$ cat src/rtl/bus_pkg.sv
`default_nettype none
// ============================================================================
// Module   : bus_pkg
// Purpose  : Shared types and constants for the serial bus forward and return
//            paths: master and slave select codes, return-mux state encoding
//            and the bus idle level.
// Revision : 1.0 - initial release
// ============================================================================
package bus_pkg;

  typedef enum logic [1:0] {
    M_NONE = 2'b00,
    M1     = 2'b01,
    M2     = 2'b10,
    M_BAD  = 2'b11
  } master_sel_t;

  typedef enum logic [1:0] {
    S_NONE = 2'b00,
    S1     = 2'b01,
    S2     = 2'b10,
    S3     = 2'b11
  } slave_sel_t;

  typedef enum logic [1:0] {
    RET_IDLE   = 2'b00,
    RET_ACTIVE = 2'b01,
    RET_FLUSH  = 2'b10
  } ret_state_t;

  localparam logic BUS_IDLE_LEVEL = 1'b1;

  // A route needs exactly one master bit set and a non-zero slave code.
  function automatic logic route_is_legal(input master_sel_t m, input slave_sel_t s);
    return ((m == M1) || (m == M2)) && (s != S_NONE);
  endfunction

endpackage
`default_nettype wire

$ cat src/rtl/idle_timer.sv
`default_nettype none
// ============================================================================
// Module   : idle_timer
// Purpose  : Saturating up-counter with synchronous clear and increment and a
//            terminal-count flag. Shared by the forward and return paths as a
//            line-silence watchdog.
// Ports    : clk, rstN  - clock, synchronous active-low reset
//            clr_i      - clear count to zero (has priority over inc_i)
//            inc_i      - increment count, holding at all-ones
//            tc_o       - count currently equals TERMINAL
// Revision : 1.0 - initial release
// ============================================================================
module idle_timer #(
  parameter int WIDTH    = 4,
  parameter int TERMINAL = 7
) (
  input  logic clk,
  input  logic rstN,
  input  logic clr_i,
  input  logic inc_i,
  output logic tc_o
);

  localparam logic [WIDTH-1:0] TC_VAL  = WIDTH'(TERMINAL);
  localparam logic [WIDTH-1:0] SAT_VAL = {WIDTH{1'b1}};

  logic [WIDTH-1:0] count_q;
  logic [WIDTH-1:0] count_d;

  always_comb begin
    count_d = count_q;
    if (clr_i) begin
      count_d = '0;
    end else if (inc_i && (count_q != SAT_VAL)) begin
      count_d = count_q + 1'b1;
    end
  end

  always_ff @(posedge clk) begin
    if (!rstN) begin
      count_q <= '0;
    end else begin
      count_q <= count_d;
    end
  end

  assign tc_o = (count_q == TC_VAL);

endmodule
`default_nettype wire

$ cat src/rtl/slave_return_mux.sv
`default_nettype none
// ============================================================================
// Module   : slave_return_mux
// Purpose  : Registered return-path router. Latches the arbiter's route,
//            forwards the selected slave's serial line to the selected master
//            with one cycle of latency, flags illegal requests and aborts a
//            route whose slave line stops toggling.
// Ports    : clk, rstN                  - clock, synchronous active-low reset
//            master[1:0], slave[1:0]    - route selects, valid with route_req
//            route_req, route_done      - one-cycle start / end strobes
//            slave{1,2,3}_tx            - slave serial outputs
//            master{1,2}_rx             - master serial inputs
//            busy                       - route held (ACTIVE or FLUSH)
//            route_err, timeout         - one-cycle event pulses
// Revision : 1.0 - initial release
// ============================================================================
module slave_return_mux
  import bus_pkg::*;
#(
  parameter int   TIMEOUT_CYCLES = 1024,
  parameter logic IDLE_LEVEL     = BUS_IDLE_LEVEL
) (
  input  logic       clk,
  input  logic       rstN,
  input  logic [1:0] master,
  input  logic [1:0] slave,
  input  logic       route_req,
  input  logic       route_done,
  input  logic       slave1_tx,
  input  logic       slave2_tx,
  input  logic       slave3_tx,
  output logic       master1_rx,
  output logic       master2_rx,
  output logic       busy,
  output logic       route_err,
  output logic       timeout
);

  localparam int TIMER_W = $clog2(TIMEOUT_CYCLES + 1);

  ret_state_t  state_q, state_d;
  master_sel_t msel_q,  msel_d;
  slave_sel_t  ssel_q,  ssel_d;
  logic        last_q,  last_d;   // previous sample of the routed slave line
  logic        m1_q,    m1_d;
  logic        m2_q,    m2_d;
  logic        busy_q,  busy_d;
  logic        err_q,   err_d;
  logic        to_q,    to_d;

  logic        w_sel_line;
  logic        w_req_line;
  logic        w_edge;
  logic        w_active;
  logic        w_tc;
  logic        w_timeout;

  function automatic logic pick_line(input slave_sel_t s, input logic l1,
                                     input logic l2, input logic l3);
    case (s)
      S1:      return l1;
      S2:      return l2;
      S3:      return l3;
      default: return IDLE_LEVEL;
    endcase
  endfunction

  assign w_sel_line = pick_line(ssel_q, slave1_tx, slave2_tx, slave3_tx);
  // The requested slave's line is captured at setup so the very first ACTIVE
  // cycle already has a reference for edge detection.
  assign w_req_line = pick_line(slave_sel_t'(slave), slave1_tx, slave2_tx, slave3_tx);
  assign w_active   = (state_q == RET_ACTIVE);
  assign w_edge     = w_active && (w_sel_line != last_q);
  assign w_timeout  = w_active && w_tc && !w_edge;

  // Outside ACTIVE the timer is held at zero, which also covers the clear
  // required when a new route is accepted.
  idle_timer #(
    .WIDTH    (TIMER_W),
    .TERMINAL (TIMEOUT_CYCLES - 1)
  ) u_idle_timer (
    .clk   (clk),
    .rstN  (rstN),
    .clr_i (!w_active || w_edge),
    .inc_i (w_active && !w_edge),
    .tc_o  (w_tc)
  );

  always_comb begin
    state_d = state_q;
    msel_d  = msel_q;
    ssel_d  = ssel_q;
    last_d  = last_q;
    m1_d    = IDLE_LEVEL;
    m2_d    = IDLE_LEVEL;
    busy_d  = 1'b0;
    err_d   = 1'b0;
    to_d    = 1'b0;
    case (state_q)
      RET_IDLE: begin
        if (route_req) begin
          if (route_is_legal(master_sel_t'(master), slave_sel_t'(slave))) begin
            state_d = RET_ACTIVE;
            msel_d  = master_sel_t'(master);
            ssel_d  = slave_sel_t'(slave);
            last_d  = w_req_line;
            busy_d  = 1'b1;
          end else begin
            err_d = 1'b1;
          end
        end
      end
      RET_ACTIVE: begin
        busy_d = 1'b1;
        last_d = w_sel_line;
        // route_done takes priority over a coincident silence abort.
        if (route_done || w_timeout) begin
          state_d = RET_FLUSH;
          msel_d  = M_NONE;
          ssel_d  = S_NONE;
          to_d    = !route_done;
        end else if (msel_q == M1) begin
          m1_d = w_sel_line;
        end else begin
          m2_d = w_sel_line;
        end
      end
      RET_FLUSH: begin
        state_d = RET_IDLE;
      end
      default: begin
        state_d = RET_IDLE;
        msel_d  = M_NONE;
        ssel_d  = S_NONE;
      end
    endcase
  end

  always_ff @(posedge clk) begin
    if (!rstN) begin
      state_q <= RET_IDLE;
      msel_q  <= M_NONE;
      ssel_q  <= S_NONE;
      last_q  <= IDLE_LEVEL;
      m1_q    <= IDLE_LEVEL;
      m2_q    <= IDLE_LEVEL;
      busy_q  <= 1'b0;
      err_q   <= 1'b0;
      to_q    <= 1'b0;
    end else begin
      state_q <= state_d;
      msel_q  <= msel_d;
      ssel_q  <= ssel_d;
      last_q  <= last_d;
      m1_q    <= m1_d;
      m2_q    <= m2_d;
      busy_q  <= busy_d;
      err_q   <= err_d;
      to_q    <= to_d;
    end
  end

  assign master1_rx = m1_q;
  assign master2_rx = m2_q;
  assign busy       = busy_q;
  assign route_err  = err_q;
  assign timeout    = to_q;

endmodule
`default_nettype wire

$ cat config.mk
export PLATFORM = sky130hd
export DESIGN_NAME = slave_return_mux
export DESIGN_NICKNAME = d
export VERILOG_FILES = /design/src/rtl/bus_pkg.sv /design/src/rtl/idle_timer.sv /design/src/rtl/slave_return_mux.sv
export SDC_FILE = /design/constraint.sdc
export NUM_CORES = 1
export LEC_CHECK = 0
export BUFFER_PORTS_ARGS = -buffer_cell sky130_fd_sc_hd__buf_2
export CORE_MARGIN = 8
export CORE_UTILIZATION = 56
export CTS_CLUSTER_SIZE = 12
export DETAILED_ROUTE_END_ITERATION = 7
export GPL_TIMING_DRIVEN = 0
export HOLD_SLACK_MARGIN = 0.08
export PLACE_DENSITY = 0.77
export SKIP_LAST_GASP = 1
export SYNTH_ARGS = -nofsm -noshare
export SYNTH_HDL_FRONTEND = slang
export SYNTH_HIERARCHICAL = 1
export SYNTH_SLANG_ARGS = --single-unit
$ cat constraint.sdc
create_clock -name clk -period 2.49 [get_ports clk]
set_input_delay 0.1245 -clock clk [delete_from_list [all_inputs] [get_ports clk]]
set_output_delay 0.1245 -clock clk [all_outputs]
set_load 0.01 [all_outputs]
After elaboration in Yosys (flattened, before gate mapping) --
Index checks and enable logic that the tools add are counted.
Word-level totals: bits in registers 23, input port bits 11, output and inout port bits 5, word-level logic and storage cells 75
Operators by class: add/sub/neg operators 1, equality and inequality tests 17, multiplexer cells 20, bitwise operators 4, reduce and logical (&&, ||, !) cells 23
Operator list (number):
- 2-bit 2-to-1 mux | 8
- 2-bit equality test (second input constant) | 6
- 2-bit case mux with 3 select lines | 2
- 3-bit AND reduction | 4
- 11-bit by 1-bit adder with 11-bit output (second input constant) | 1
- 11-bit by 10-bit equality test with 1-bit output (second input constant) | 1
- 11-bit != test (second input constant) | 1
- 2-bit by 1-bit equality test with 1-bit output (second input constant) | 5
- 4-bit OR reduction | 2
- 1-bit logical AND | 6
- 1-bit case mux with 3 select lines | 2
- 1-bit 2-to-1 mux | 5
- 2-bit != test (second input constant) | 2
- 1-bit inverter | 4
- 1-bit case mux with 2 select lines | 2
- 2-bit case mux with 2 select lines | 1
- 4-bit AND reduction | 1
- 2-bit nonzero test | 2
- 1-bit zero test | 3
- 1-bit logical OR | 3
- 2-bit zero test | 1
- 2-bit by 1-bit != test with 1-bit output (second input constant) | 1
- 2-bit OR reduction | 1
- 1-bit != test | 1

Logic depth before layout (Yosys ltp) --
word-level depth 9, mapped depth 9, mapped depth without buffers 8

Cells and area by module --
The synthesis kept the hierarchy.
Modules (own cells, without submodules):
- slave_return_mux | instances 1, cells each 68, area an instance 654.4 sq um, seq. area each 240.2 sq um
- idle_timer | instances 1, cells each 65, area an instance 574.3 sq um, seq. area each 220.2 sq um

Worst setup path before layout --
Ideal clock, no wire load.
path kind flip-flop to flip-flop, from register u_idle_timer.count_q[0], to register msel_q[1], library setup time 117 ps, data arrival time 1749 ps, data required time 2373 ps, path slack 625 ps, stages on the path, launching flop included 8, path buffers 0, clock period less this slack 1865 ps, cells stage by stage dfxtp_1 -> ha_1 -> and4_4 -> and4b_1 -> nand3b_1 -> mux2i_1 -> o41ai_4 -> a22o_1
Between the ends: cells in the longest elaborated chain, start to end 6
Ends and longest elaborated chain:
- from (decl) | RTL line idle_timer.sv:27 | logic [WIDTH-1:0] count_q;
- from (signal assigned) | RTL line idle_timer.sv:43 | count_q <= count_d;
- 11-bit by 10-bit equality test with 1-bit output | RTL line idle_timer.sv:47 | assign tc_o = (count_q == TC_VAL);
- net w_tc | RTL line slave_return_mux.sv:55 | logic w_tc;
- 1-bit logical AND (2 in series) | RTL line slave_return_mux.sv:74 | assign w_timeout = w_active && w_tc && !w_edge;
- 1-bit logical OR | RTL line slave_return_mux.sv:117 | if (route_done || w_timeout) begin
- 2-bit by 1-bit != test with 1-bit output (no line)
- 4-bit AND reduction (no line)
- to (signal assigned) | RTL line slave_return_mux.sv:152 | msel_q <= msel_d;
- to (decl) | RTL line slave_return_mux.sv:42 | master_sel_t msel_q, msel_d;
The timed path passes the listed nets, and every way through them passes these cells. A chain may end at the register's enable or synchronous reset.

Final worst setup path --
from register ssel_q[0], to register u_idle_timer.count_q[9]
Between the ends: cells in the longest elaborated chain, start to end 7, elaborated cells between the ends (all ways) 11, those cells by class 4 x eq/ne; 1 x mux; 6 x reduce/logical
Ends and longest elaborated chain:
- from (decl) | RTL line slave_return_mux.sv:43 | slave_sel_t ssel_q, ssel_d;
- from (signal assigned) | RTL line slave_return_mux.sv:153 | ssel_q <= ssel_d;
- 2-bit equality test or 2-bit by 1-bit equality test with 1-bit output (tied branches) | RTL line slave_return_mux.sv:60 | case (s)
- 1-bit case mux with 3 select lines * | RTL line slave_return_mux.sv:60
- 1-bit != test * | RTL line slave_return_mux.sv:73 | assign w_edge = w_active && (w_sel_line != last_q);
- 1-bit logical AND * | RTL line slave_return_mux.sv:73
- 1-bit zero test | RTL line slave_return_mux.sv:85 | .inc_i (w_active && !w_edge),
- 1-bit logical AND | RTL line slave_return_mux.sv:85
- 1-bit logical AND | RTL line idle_timer.sv:34 | end else if (inc_i && (count_q != SAT_VAL)) begin
Every way passes the cells marked *; elsewhere a longest branch is shown, timed or not.

==> summary.txt <==
Route
  – Routed Antenna Nets: 0
  – # DRC: 0
  – Post-DR wirelength/cell: roughly 14 um
  – Drt pass-1 iters: 4
  – Via count: about 1100
  – Final Routed Wirelength: 2.64 mm
  – Routed via count divided by cell count: roughly 6.0
  – DR iter-0 viols: 41

Power and ir drop
  – Pwr dens: about 460 nW/um^2
  – Total leakage power: about 0.56 nW
  – IR drop worst, VDD: ~0.32 mV

Clock network
  – CTS max path bufs: 2
  – Clock latency on the worst-skew pair: approximately 0.31 ns
  – Clk root buf: clkbuf_4
  – CTS tree: yes
  – Clock transition at path regs: around 0.13 ns
  – H-tree levels: 1
  – # Post-CTS Setup Buffers: 0
  – CTS buffer count: 3
  – Clk sink count: 23

Yosys
  – Top post-synthesis cells by area: dfxtp_1 37%, mux2i_1 4.9%, nor2_1 3.4%
  – Post-synth top cells: 23 x dfxtp_1, 11 x nor2_1, 9 x nand2_1
  – Syn Std Cell Area: ~1200 sq um
  – Syn. warnings: 6
  – Flip-flop and latch count after synthesis: 23
  – Synth top area share: a little under two fifths
  – EDFF count, synth: 0
  – Yosys top cell by area: dfxtp_1
  – Net Count, Synth: ~150
  – Post-synth cell types: 48
  – Avg Cell Area, Syn: approximately 9.2 sq um
  – Most numerous cell in the Yosys netlist: dfxtp_1
  – Mapped Cells: roughly 130
  – FFs w/ async S/R, synth: 0%
  – Sequential fraction of the synthesis area: between 30 and 40%
  – Main synth FF type: dfxtp_1

STA
  – Final hold violations: 0
  – FMAX: ~440 MHz
  – Post-layout min period: 2.25 ns
  – Max Slew Vio Count: 0
  – Fin crit share: 90.3%
  – Worst Max-Slew Pin Slew: roughly 0.42 ns
  – Max_slew headroom: 71.2%
  – WHS: 0.0954 ns
  – Final setup TNS: 0 ns
  – RSZ-0062 raised after global routing: false
  – Final setup viols: 0
  – Clock skew: roughly 0.0063 ns

Place
  – Port buffer count: 15
  – Post-detail-place hpwl: slightly above 2 mm
  – Dpl cells: 176
  – GP Congestion: 0.842

Die
  – # IOs: 16
  – Starting Density: a little under three fifths
  – Total Die Area: about 4000 sq um
  – Rows: 17
  – Die height: 62.8 um
  – Die width: between 60 and 70 um
  – Core area: 2150 sq um

Global routing
  – Largest net degree at the start of global routing: 14
  – GRT Overall Usage: a little over an eighth
  – Vias in the first global route: about 1100
  – Global-route wire length before repair: 4.46 mm
  – Global route total overflow: 0
  – Initial antenna violation count: 0

Setup path
  – Worst path arrival time: between 2 and 2.5 ns
  – CP Class: flip-flop to flip-flop
  – Worst setup EP type: flip-flop
  – Startpoint Class: flip-flop
  – Req. time, crit path: around 2.7 ns
  – Crit Path Max Fanout: 6

Finish
  – Area grow syn2layout: 14.5%
  – Final net count: between 150 and 200
  – # diodes: 0
  – # fillers: between 150 and 200
  – Layout cell share with drive strength beyond 1: roughly a fifth
  – Non-Filler Instances: about 180

Flow run
  – MaxCap Viol Count: 0

Worst hold path
  – Worst hold path class: input port to flip-flop

Status
  – Outcome: complete, no violations
## layout by cell type (no fill, tap or decap), types with 2 or more instances in the layout
| cell | netlist | layout |
|---|---|---|
| a211oi_1 | 2 | 2 |
| a21oi_1 | 3 | 3 |
| a22o_1 | 4 | 4 |
| a311oi_1 | 2 | 2 |
| a31oi_1 | 3 | 3 |
| and3_1 | 6 | 6 |
| and4_1 | 3 | 3 |
| buf_2 | 0 | 15 |
| buf_4 | 2 | 2 |
| clkbuf_4 | 0 | 3 |
| dfxtp_1 | 23 | 23 |
| dlygate4sd3_1 | 0 | 4 |
| inv_1 | 7 | 7 |
| mux2i_1 | 6 | 6 |
| nand2_1 | 9 | 9 |
| nand2b_1 | 2 | 2 |
| nand3_1 | 4 | 4 |
| nand3b_1 | 2 | 2 |
| nand4_1 | 3 | 3 |
| nor2_1 | 11 | 11 |
| nor2b_1 | 2 | 2 |
| nor3_1 | 2 | 2 |
| nor3_2 | 2 | 2 |
| nor4_1 | 2 | 2 |
| o21ai_0 | 5 | 5 |
| o21ai_1 | 2 | 2 |
| xnor2_1 | 2 | 2 |
## metal layers
layer | track usage [%] | wire length, um | vias up
li1 | - | - | 547
met1 | 13.7 | 1080 | 529
met2 | 24.7 | 1380 | 17
met3 | 3.76 | 115 | 6
met4 | 7.69 | 64 | 0
met5 | 0 | 0 | -
## report_power, final
group	switching (W)	total, W	leakage (nW)	internal [W]
Combinational	0.0000489	0.0000921	0.353	0.0000432
Sequential	0.00000641	0.000383	0.186	0.000377
Clock	0.000108	0.000168	0.0177	0.0000599
Total	0.000164	0.000644	0.557	0.000480
## sequential cells by signal, indices dropped and copies added (netlist names)
name,cells
route_err,1
last_q,1
busy,1
master2_rx,1
state_q,2
msel_q,2
u_idle_timer/count_q,11
master1_rx,1
ssel_q,2
timeout,1
## critical path: stages (launching register included)
cell,delay (ns)
dfxtp_1,0.39
mux2i_1,0.42
mux2i_1,0.30
nor2_1,0.10
inv_1,0.15
nand4_1,0.18
nor3_2,0.23
a31oi_1,0.12
a311oi_1,0.26
## cells by family (layout without fill, tap and decap cells)
kind of cell,count (synthesis),after routing,synth area share (%)
simple gates,61,61,31.1
compound gates,28,28,19.1
flops,23,23,37.5
buf+inv,11,34,4.07
mux,7,7,5.80
xor+xnor,2,2,1.43
fa+ha+maj,1,1,1.02
## path summary, 6_finish.rpt
kind	slack (ns)	end	startpoint	cells after the start
worst max-delay path	0.24	u_idle_timer/count_q[9]	ssel_q[0]	8
worst min-delay path	0.1	ssel_q[1]	slave[1]	2
worst max register to register	0.24	u_idle_timer/count_q[9]	ssel_q[0]	8
worst min register to register	0.47	master1_rx	msel_q[0]	1
## cell type report
type / instances / area [sq um] / share of cell area [%]
multi-input cells: 99 / 718 / 51.1
flip-flops and latches: 23 / 460 / 32.7
repair buffers: 19 / 115 / 8.19
well taps: 28 / 35.0 / 2.49
inverters: 7 / 26.3 / 1.87
plain buffers: 4 / 23.8 / 1.69
clock buffers: 3 / 22.5 / 1.60
clock inverters: 1 / 5.00 / 0.356
## through the flow
step                      worst slack [ns]  instance area, sq um  util [%]  power, W
after floorplan                      0.625                  1230         -  0.000450
after global placement               0.412                  1340      62.3  0.000473
after detailed placement             0.296                  1340      62.3  0.000478
after CTS                            0.257                  1410      65.5  0.000655
after global routing                0.0436                  1410      65.5  0.000675
final                                0.241                  1410      65.5  0.000644
## what timing repair did
action,CTS,global route
gates resized for setup,0,0
hold buffers,4,0
endpoints found under the hold margin,4,0
(Power assumes the default switching activity.)
